$ cat src/rtl/modexp_sequencer.sv
// Modular exponentiation sequencer: result = base^exp mod m, right-to-left
// square-and-multiply. Every WxW product is handed to the downstream modulus
// reduction block as a 2W-bit request; only one request is outstanding at a time.
//
// state     | meaning
// ----------+-----------------------------------------------------------
// IDLE      | waiting for start_in
// RED_ISSUE | issue the initial reduction of the base
// RED_WAIT  | waiting for the reduced base
// MUL_ISSUE | issue accumulator * base
// MUL_WAIT  | waiting for the reduced product into the accumulator
// STEP      | shift the exponent, decide whether more bits remain
// SQR_ISSUE | issue base * base
// SQR_WAIT  | waiting for the reduced square into the base
// DONE      | present result_out with a one-cycle valid_out pulse
module modexp_sequencer #(
    parameter int WIDTH     = 16,
    parameter int EXP_WIDTH = 16
) (
    input  logic                   clk_in,
    input  logic                   rst_in,
    input  logic                   start_in,
    input  logic [WIDTH-1:0]       base_in,
    input  logic [EXP_WIDTH-1:0]   exp_in,
    input  logic [WIDTH-1:0]       modulus_in,
    output logic [WIDTH-1:0]       result_out,
    output logic                   busy_out,
    output logic                   valid_out,
    output logic                   mod_ready_out,
    output logic [2*WIDTH-1:0]     mod_value_out,
    output logic [WIDTH-1:0]       mod_modulus_out,
    input  logic                   mod_valid_in,
    input  logic [WIDTH-1:0]       mod_result_in
);

    typedef enum logic [3:0] {
        IDLE,
        RED_ISSUE,
        RED_WAIT,
        MUL_ISSUE,
        MUL_WAIT,
        STEP,
        SQR_ISSUE,
        SQR_WAIT,
        DONE
    } state_t;

    state_t                 state_q;
    logic [WIDTH-1:0]       base_q;
    logic [WIDTH-1:0]       acc_q;
    logic [WIDTH-1:0]       mod_q;
    logic [WIDTH-1:0]       result_q;
    logic [EXP_WIDTH-1:0]   exp_q;
    logic                   busy_q;
    logic                   valid_q;
    logic                   ready_q;
    logic [2*WIDTH-1:0]     value_q;

    logic [2*WIDTH-1:0]     mul_prod_d;
    logic [2*WIDTH-1:0]     sqr_prod_d;
    logic [EXP_WIDTH-1:0]   exp_shift_d;
    logic [WIDTH-1:0]       acc_init_d;

    // Full-width products: operands are zero-extended so nothing is truncated.
    assign mul_prod_d  = {{WIDTH{1'b0}}, acc_q}  * {{WIDTH{1'b0}}, base_q};
    assign sqr_prod_d  = {{WIDTH{1'b0}}, base_q} * {{WIDTH{1'b0}}, base_q};
    assign exp_shift_d = exp_q >> 1;
    // 1 mod m is 0 when m==1, so the accumulator already starts reduced.
    assign acc_init_d  = (modulus_in == WIDTH'(1)) ? '0 : WIDTH'(1);

    assign result_out      = result_q;
    assign busy_out        = busy_q;
    assign valid_out       = valid_q;
    assign mod_ready_out   = ready_q;
    assign mod_value_out   = value_q;
    assign mod_modulus_out = mod_q;

    // Sequencer FSM with all outputs registered; reset also drops any pending reply.
    always_ff @(posedge clk_in) begin
        if (rst_in) begin
            state_q  <= IDLE;
            base_q   <= '0;
            acc_q    <= '0;
            mod_q    <= '0;
            result_q <= '0;
            exp_q    <= '0;
            busy_q   <= 1'b0;
            valid_q  <= 1'b0;
            ready_q  <= 1'b0;
            value_q  <= '0;
        end else begin
            valid_q <= 1'b0;
            ready_q <= 1'b0;
            case (state_q)
                IDLE: begin
                    if (start_in) begin
                        base_q <= base_in;
                        exp_q  <= exp_in;
                        mod_q  <= modulus_in;
                        busy_q <= 1'b1;
                        if (modulus_in == '0) begin
                            acc_q   <= '0;
                            state_q <= DONE;
                        end else if (exp_in == '0) begin
                            acc_q   <= acc_init_d;
                            state_q <= DONE;
                        end else begin
                            acc_q   <= acc_init_d;
                            state_q <= RED_ISSUE;
                        end
                    end
                end
                RED_ISSUE: begin
                    value_q <= {{WIDTH{1'b0}}, base_q};
                    ready_q <= 1'b1;
                    state_q <= RED_WAIT;
                end
                RED_WAIT, SQR_WAIT: begin
                    if (mod_valid_in) begin
                        base_q  <= mod_result_in;
                        state_q <= exp_q[0] ? MUL_ISSUE : STEP;
                    end
                end
                MUL_ISSUE: begin
                    value_q <= mul_prod_d;
                    ready_q <= 1'b1;
                    state_q <= MUL_WAIT;
                end
                MUL_WAIT: begin
                    if (mod_valid_in) begin
                        acc_q   <= mod_result_in;
                        state_q <= STEP;
                    end
                end
                STEP: begin
                    exp_q   <= exp_shift_d;
                    state_q <= (exp_shift_d == '0) ? DONE : SQR_ISSUE;
                end
                SQR_ISSUE: begin
                    value_q <= sqr_prod_d;
                    ready_q <= 1'b1;
                    state_q <= SQR_WAIT;
                end
                DONE: begin
                    result_q <= acc_q;
                    valid_q  <= 1'b1;
                    busy_q   <= 1'b0;
                    state_q  <= IDLE;
                end
                default: state_q <= IDLE;
            endcase
        end
    end

endmodule

$ cat config.mk
export PLATFORM = sky130hd
export DESIGN_NAME = modexp_sequencer
export DESIGN_NICKNAME = d
export VERILOG_FILES = /design/src/rtl/modexp_sequencer.sv
export SDC_FILE = /design/constraint.sdc
export NUM_CORES = 1
export LEC_CHECK = 0
export CORE_MARGIN = 1
export CORE_UTILIZATION = 55
export CTS_CLUSTER_DIAMETER = 150
export DETAILED_ROUTE_END_ITERATION = 12
export DONT_BUFFER_PORTS = 1
export GPL_TIMING_DRIVEN = 0
export PLACE_DENSITY = 0.77
export SETUP_SLACK_MARGIN = 0.15
export SLEW_MARGIN = 20
export SYNTH_ARGS = -nofsm -noshare
export SYNTH_HDL_FRONTEND = slang
export SYNTH_SLANG_ARGS = --single-unit
export TNS_END_PERCENT = 100
$ cat constraint.sdc
create_clock -name clk_in -period 9.7 [get_ports clk_in]
set_input_delay 0.97 -clock clk_in [delete_from_list [all_inputs] [get_ports clk_in]]
set_output_delay 0.97 -clock clk_in [all_outputs]
set_load 0.05 [all_outputs]
After elaboration in Yosys (flattened, before gate mapping)
Index checks and enable logic that the tools add are counted.
{ "op_classes": {"mul": 2, "n_eq_ne": 12, "mux": 22, "reduce_logical": 17} }
{ "op_table": {"columns": ["op", "count"], "rows": [
  ["$pmux W16 S2", 3],
  ["$pmux W32 S3", 1],
  ["$mul A16 B16 Y32", 2],
  ["$mux W16", 4],
  ["$logic_not A16 Y1", 3],
  ["$pmux W4 S7", 1],
  ["$mux W4", 6],
  ["$eq A16 B1 Y1 const B", 1],
  ["$eq A4 B3 Y1 const B", 4],
  ["$reduce_and A3 Y1", 3],
  ["$eq A4 B2 Y1 const B", 2],
  ["$reduce_bool A2 Y1", 4],
  ["$ne A2 B2 Y1 const B", 3],
  ["$reduce_and A2 Y1", 3],
  ["$mux W1", 5],
  ["$eq A4 B1 Y1 const B", 1],
  ["$eq A4 B4 Y1 const B", 1],
  ["$logic_not A4 Y1", 1],
  ["$mux W3", 1],
  ["$reduce_bool A3 Y1", 1],
  ["$reduce_or A3 Y1", 1],
  ["$pmux W1 S2", 1],
  ["$reduce_or A2 Y1", 1]
]} }
{ "word_totals": {"regBits": 119, "output_inout_bits": 67} }

Logic depth before layout (Yosys ltp)
{ "depth": {"ltp_word": 5, "ltp_mapped": 25, "ltp_nobuf": 23} }

Least setup slack after synthesis
Ideal clock, no wire load.
{ "synth_timing": {"kind": "register to register", "startpoint": "register base_q[1]", "endpoint": "register value_q[30] (netlist: mod_value_out[30])", "arrival_ns": 5.981, "required_time_ns": 9.581, "path_slack_ns": 3.600, "stages_incl_launch_ff": 22, "path_buffers": 3, "synth_period_minus_slack_ns": 6.100, "path_cell_list": "dfxtp_1 -> clkbuf_1 -> clkbuf_1 -> clkbuf_1 -> nand2_1 -> fa_1 -> fa_1 -> inv_1 -> fa_1 -> fa_1 -> fa_1 -> inv_1 -> fa_1 -> inv_1 -> ha_1 -> a21oi_1 -> o21ai_0 -> or3b_1 -> a32oi_1 -> nand4_1 -> a31o_1 -> o221a_2"} }
{ "synth_between": {"elab_chain_len": 2, "elab_cells_between_ends": 3} }
{ "synth_lines": {"columns": ["item", "line", "source"], "rows": [
  ["from (decl)", "49", "logic [WIDTH-1:0] base_q;"],
  ["from (signal assigned)", "97", "base_q <= base_in;"],
  ["from (signal assigned)", "120", "base_q <= mod_result_in;"],
  ["$mul A16 B16 Y32 (on tied branches)", "66, 65", null],
  ["$pmux W32 S3 *", "94", "case (state_q)"],
  ["to (signal assigned)", "114", "value_q <= {{WIDTH{1'b0}}, base_q};"],
  ["to (signal assigned)", "125", "value_q <= mul_prod_d;"],
  ["to (signal assigned)", "140", "value_q <= sqr_prod_d;"],
  ["to (decl)", "57", "logic [2*WIDTH-1:0] value_q;"]
]} }
Mark *: on every way between the ends. The rest lies on a longest branch, timed or not.
A chain may end at the register's enable or synchronous reset.

Worst setup path after layout
{ "layout_timing": {"startpoint": "register base_q[8]", "endpoint": "register value_q[28] (netlist: mod_value_out[28])"} }
Same word-level chain as after synthesis.

==> results.py <==
metrics = {
    "clock_network": {
        "clk_latency_ns": 0.46,
        "cts_setup_buffers": 0,
        "root_buffer": "clkbuf_16",
        "cts_resized": 0,
        "clock_path_buffers": 2,
        "htreeDepth": 4,
        "ctsHoldBuffers": 0,
        "cts_tree": "done",
        "cts.clk_slew.worst_paths_ns": 0.07,
        "numClockSinks": 119,
        "numCtsBuffers": 17,
    },
    "timing": {
        "setup_viol": 0,
        "fin_crit_sh_pct": 84.1,
        "rsz0062_at_grt": "no",
        "slew-limit-headroom_pct": 15.4,
        "hold_violations": 0,
        "post-route-min-period_ns": 8.16,
        "max_freq_mhz": 123,
        "finalMaxSlewViolations": 0,
        "finalClockSkew_ns": 0.0154,
        "fin_tns_setup_ns": 0,
        "tightest_slew_ns": 1.27,
    },
    "floorplanning": {
        "core_um2": 37700,
        "io-pin-count": 135,
        "die_w_um": 198,
        "die_area_um2": 39000,
        "die_h_um": 198,
        "initial_core_util_pct": 55.9,
        "rows": 71,
    },
    "placement": {
        "io_buffers": 0,
        "dp_hpwl_mm": 55.2,
        "routabilityCongestion": 1.04,
        "dp_cells": 3006,
    },
    "cells_and_area": {
        "final_common_cell": "inv_1",
        "finalNonFillerCells": 3041,
        "layout.nets": 3143,
        "final_util_pct": 59.2,
        "layout_common_cells": "inv_1, nand2_1, fa_1, ha_1, and2_1",
        "drive_above_1_share_pct": 3.09,
        "areaGrowthSynthToFinish_pct": 5.91,
    },
    "global_route": {
        "grt_pass1_vias": 18300,
        "grt.met2_usage_pct": 56.2,
        "grt_max_degree": 17,
        "grt_pass1_wl_mm": 103,
        "grt_util_all_layers_pct": 36.2,
        "busiest_layer": "met2",
        "met3_usage_pct": 10.9,
        "antenna_found_initial": 1,
        "grt_overflow": 0,
        "grt_use_met1_pct": 43.1,
    },
    "logic_synthesis": {
        "syn_inst": 2495,
        "synth-main-ff-cell": "dfxtp_1",
        "mappedNetlistArea_um2": 21000,
        "ys_async_sr_fraction_pct": 0,
        "synth_edf_count": 0,
        "avgSynthCellArea_um2": 8.43,
        "synth.distinct_cells": 78,
        "syn_nets": 3124,
        "ys.warnings.count": 0,
        "synth_seq_cells": 119,
        "ys_seq_area_share_pct": 11.3,
    },
    "detailed_routing": {
        "drtIter0Drc": 1725,
        "wl_mm": 68.3,
        "routedWlPerCell_um": 22.4,
        "drtPass1Iterations": 8,
        "via_per_inst": 5.91,
        "drc_errors": 0,
        "via_count": 18000,
        "postRouteAntennaNets": 0,
    },
    "worst_setup_path": {
        "rrSetupSlack_ns": 1.54,
        "endpoint_kind": "flop",
        "cpMostUsedCell": "fa_1",
        "critPathMaxFanout": 10,
        "cp.required_ns": 10.05,
        "crit_path_start_kind": "flop",
        "max_stage_delay_ns": 1.00,
        "critPathArrivalTime_ns": 8.51,
        "cp_cell_sequence": "clkbuf_1, clkbuf_1, nand2_1, fa_1, fa_1, inv_1, fa_1, fa_1, fa_1, inv_1, fa_1, inv_1, ha_1, a21oi_4, o21ai_0, a21oi_1, a2111oi_0, nor4_1, xnor2_1, a22oi_1, o32ai_1",
        "cp_slowest_cell": "clkbuf_1",
        "crit_type": "flop to flop",
    },
    "power_and_ir_drop": {
        "p_leak_uw": 0.0112,
        "combPwrFrac_pct": 60.3,
        "pwr-share-seq_pct": 20.8,
        "vdd_drop_max_uv": 213,
        "clkPwrFrac_pct": 18.9,
        "switching_power_uw": 1890,
        "power.internal_uw": 1620,
        "power.density_nw_per_um2": 158,
        "p_total_uw": 3510,
        "swShare_pct": 53.9,
    },
    "status": {
        "status": "completed",
    },
    "flow_run": {
        "maxCapViolations": 0,
    },
    "worst_hold_path": {
        "hold_class": "flop to flop",
    },
}
==> final timing paths <==
check                                         to  cells after the start                    from
hold reg to reg            exp_q[2]$_SDFFE_PP0P_                      2   exp_q[2]$_SDFFE_PP0P_
hold / removal             exp_q[2]$_SDFFE_PP0P_                      2   exp_q[2]$_SDFFE_PP0P_
setup reg to reg  mod_value_out[28]$_SDFFE_PP0P_                     21  base_q[8]$_SDFFE_PP0P_
setup / recovery  mod_value_out[28]$_SDFFE_PP0P_                     21  base_q[8]$_SDFFE_PP0P_
==> per-layer routing <==
| metal | share of wire (%) | routed length (um) | vias to the layer above |
|---|---|---|---|
| met2 | 45 | 30600 | 1029 |
| met4 | 7.9 | 5370 | 0 |
| met1 | 36 | 24700 | 8751 |
| met5 | 0 | 0 | - |
| met3 | 11 | 7590 | 300 |
| li1 | - | - | 7888 |
==> cell usage after synthesis, types with 16 or more instances <==
| cell type | instances | area, um2 |
|---|---|---|
| a211oi_1 | 26 | 195 |
| a21o_1 | 16 | 120 |
| a21oi_1 | 140 | 701 |
| a22oi_1 | 30 | 225 |
| and2_1 | 158 | 988 |
| clkbuf_1 | 107 | 402 |
| dfxtp_1 | 119 | 2380 |
| fa_1 | 356 | 7130 |
| ha_1 | 205 | 2560 |
| inv_1 | 491 | 1840 |
| mux2i_1 | 21 | 210 |
| nand2_1 | 358 | 1340 |
| nand3_1 | 36 | 180 |
| nor2_1 | 96 | 360 |
| nor3_1 | 23 | 115 |
| o21ai_0 | 55 | 275 |
| xnor2_1 | 32 | 280 |
==> area by class of cell <==
type,count,area [um2]
Clock inverter,15,171
Sequential cell,119,2380
Antenna cell,3,7.51
Tap cell,511,639
Clock buffer,17,425
Buffer,125,494
Multi-Input combinational cell,1760,16300
Inverter,491,1840
Fill cell,3417,15400
==> critical path: cells and delay by family, from the launching register on <==
kind            cells  cell delay [ns]
fa+ha+maj           7             3.19
buf+inv             5             1.84
compound gates      6             1.54
flops               1             0.71
simple gates        2             0.47
xor+xnor            1             0.29
==> cells by family (layout without fill, tap and decap cells) <==
group / Yosys count / after routing / share of synthesized area, %
AO/OA/AOI/OAI: 367 / 367 / 11.3
XOR/XNOR: 46 / 46 / 1.91
adder cells (fa/ha/maj): 561 / 561 / 46.1
buffers and inverters: 616 / 648 / 11.1
flip-flops: 119 / 119 / 11.3
multiplexers: 23 / 23 / 1.11
other: 0 / 3 / 0
AND/OR/NAND/NOR: 763 / 763 / 17.2
==> per-stage QoR <==
| step | hold WS [ns] | instance area [um2] | setup WS [ns] |
|---|---|---|---|
| 2_1_floorplan | 0.446 | 21000 | 3.60 |
| 3_3_place_gp | 0.458 | 21700 | 1.88 |
| 3_5_place_dp | 0.467 | 21700 | 1.81 |
| 4_1_cts | 0.476 | 22300 | 1.79 |
| 5_1_grt | 0.495 | 22300 | 1.45 |
| 6_report | 0.479 | 22300 | 1.54 |
==> power by group through the flow <==
| stage | clock network (uW) | registers, uW | logic, uW |
|---|---|---|---|
| global route | 676 | 730 | 2350 |
| global placement | 0 | 731 | 2040 |
| floorplan | 0 | 685 | 1470 |
| CTS | 657 | 722 | 2090 |
| finish | 663 | 730 | 2120 |
| detailed placement | 0 | 732 | 2070 |
==> sequential cells by signal (all words and copies together), names as in the netlist <==
name / count
state_q: 4
valid_out: 1
base_q: 16
acc_q: 16
mod_value_out: 32
mod_modulus_out: 16
busy_out: 1
exp_q: 16
mod_ready_out: 1
result_out: 16
Power figures use the tool's default switching activity.
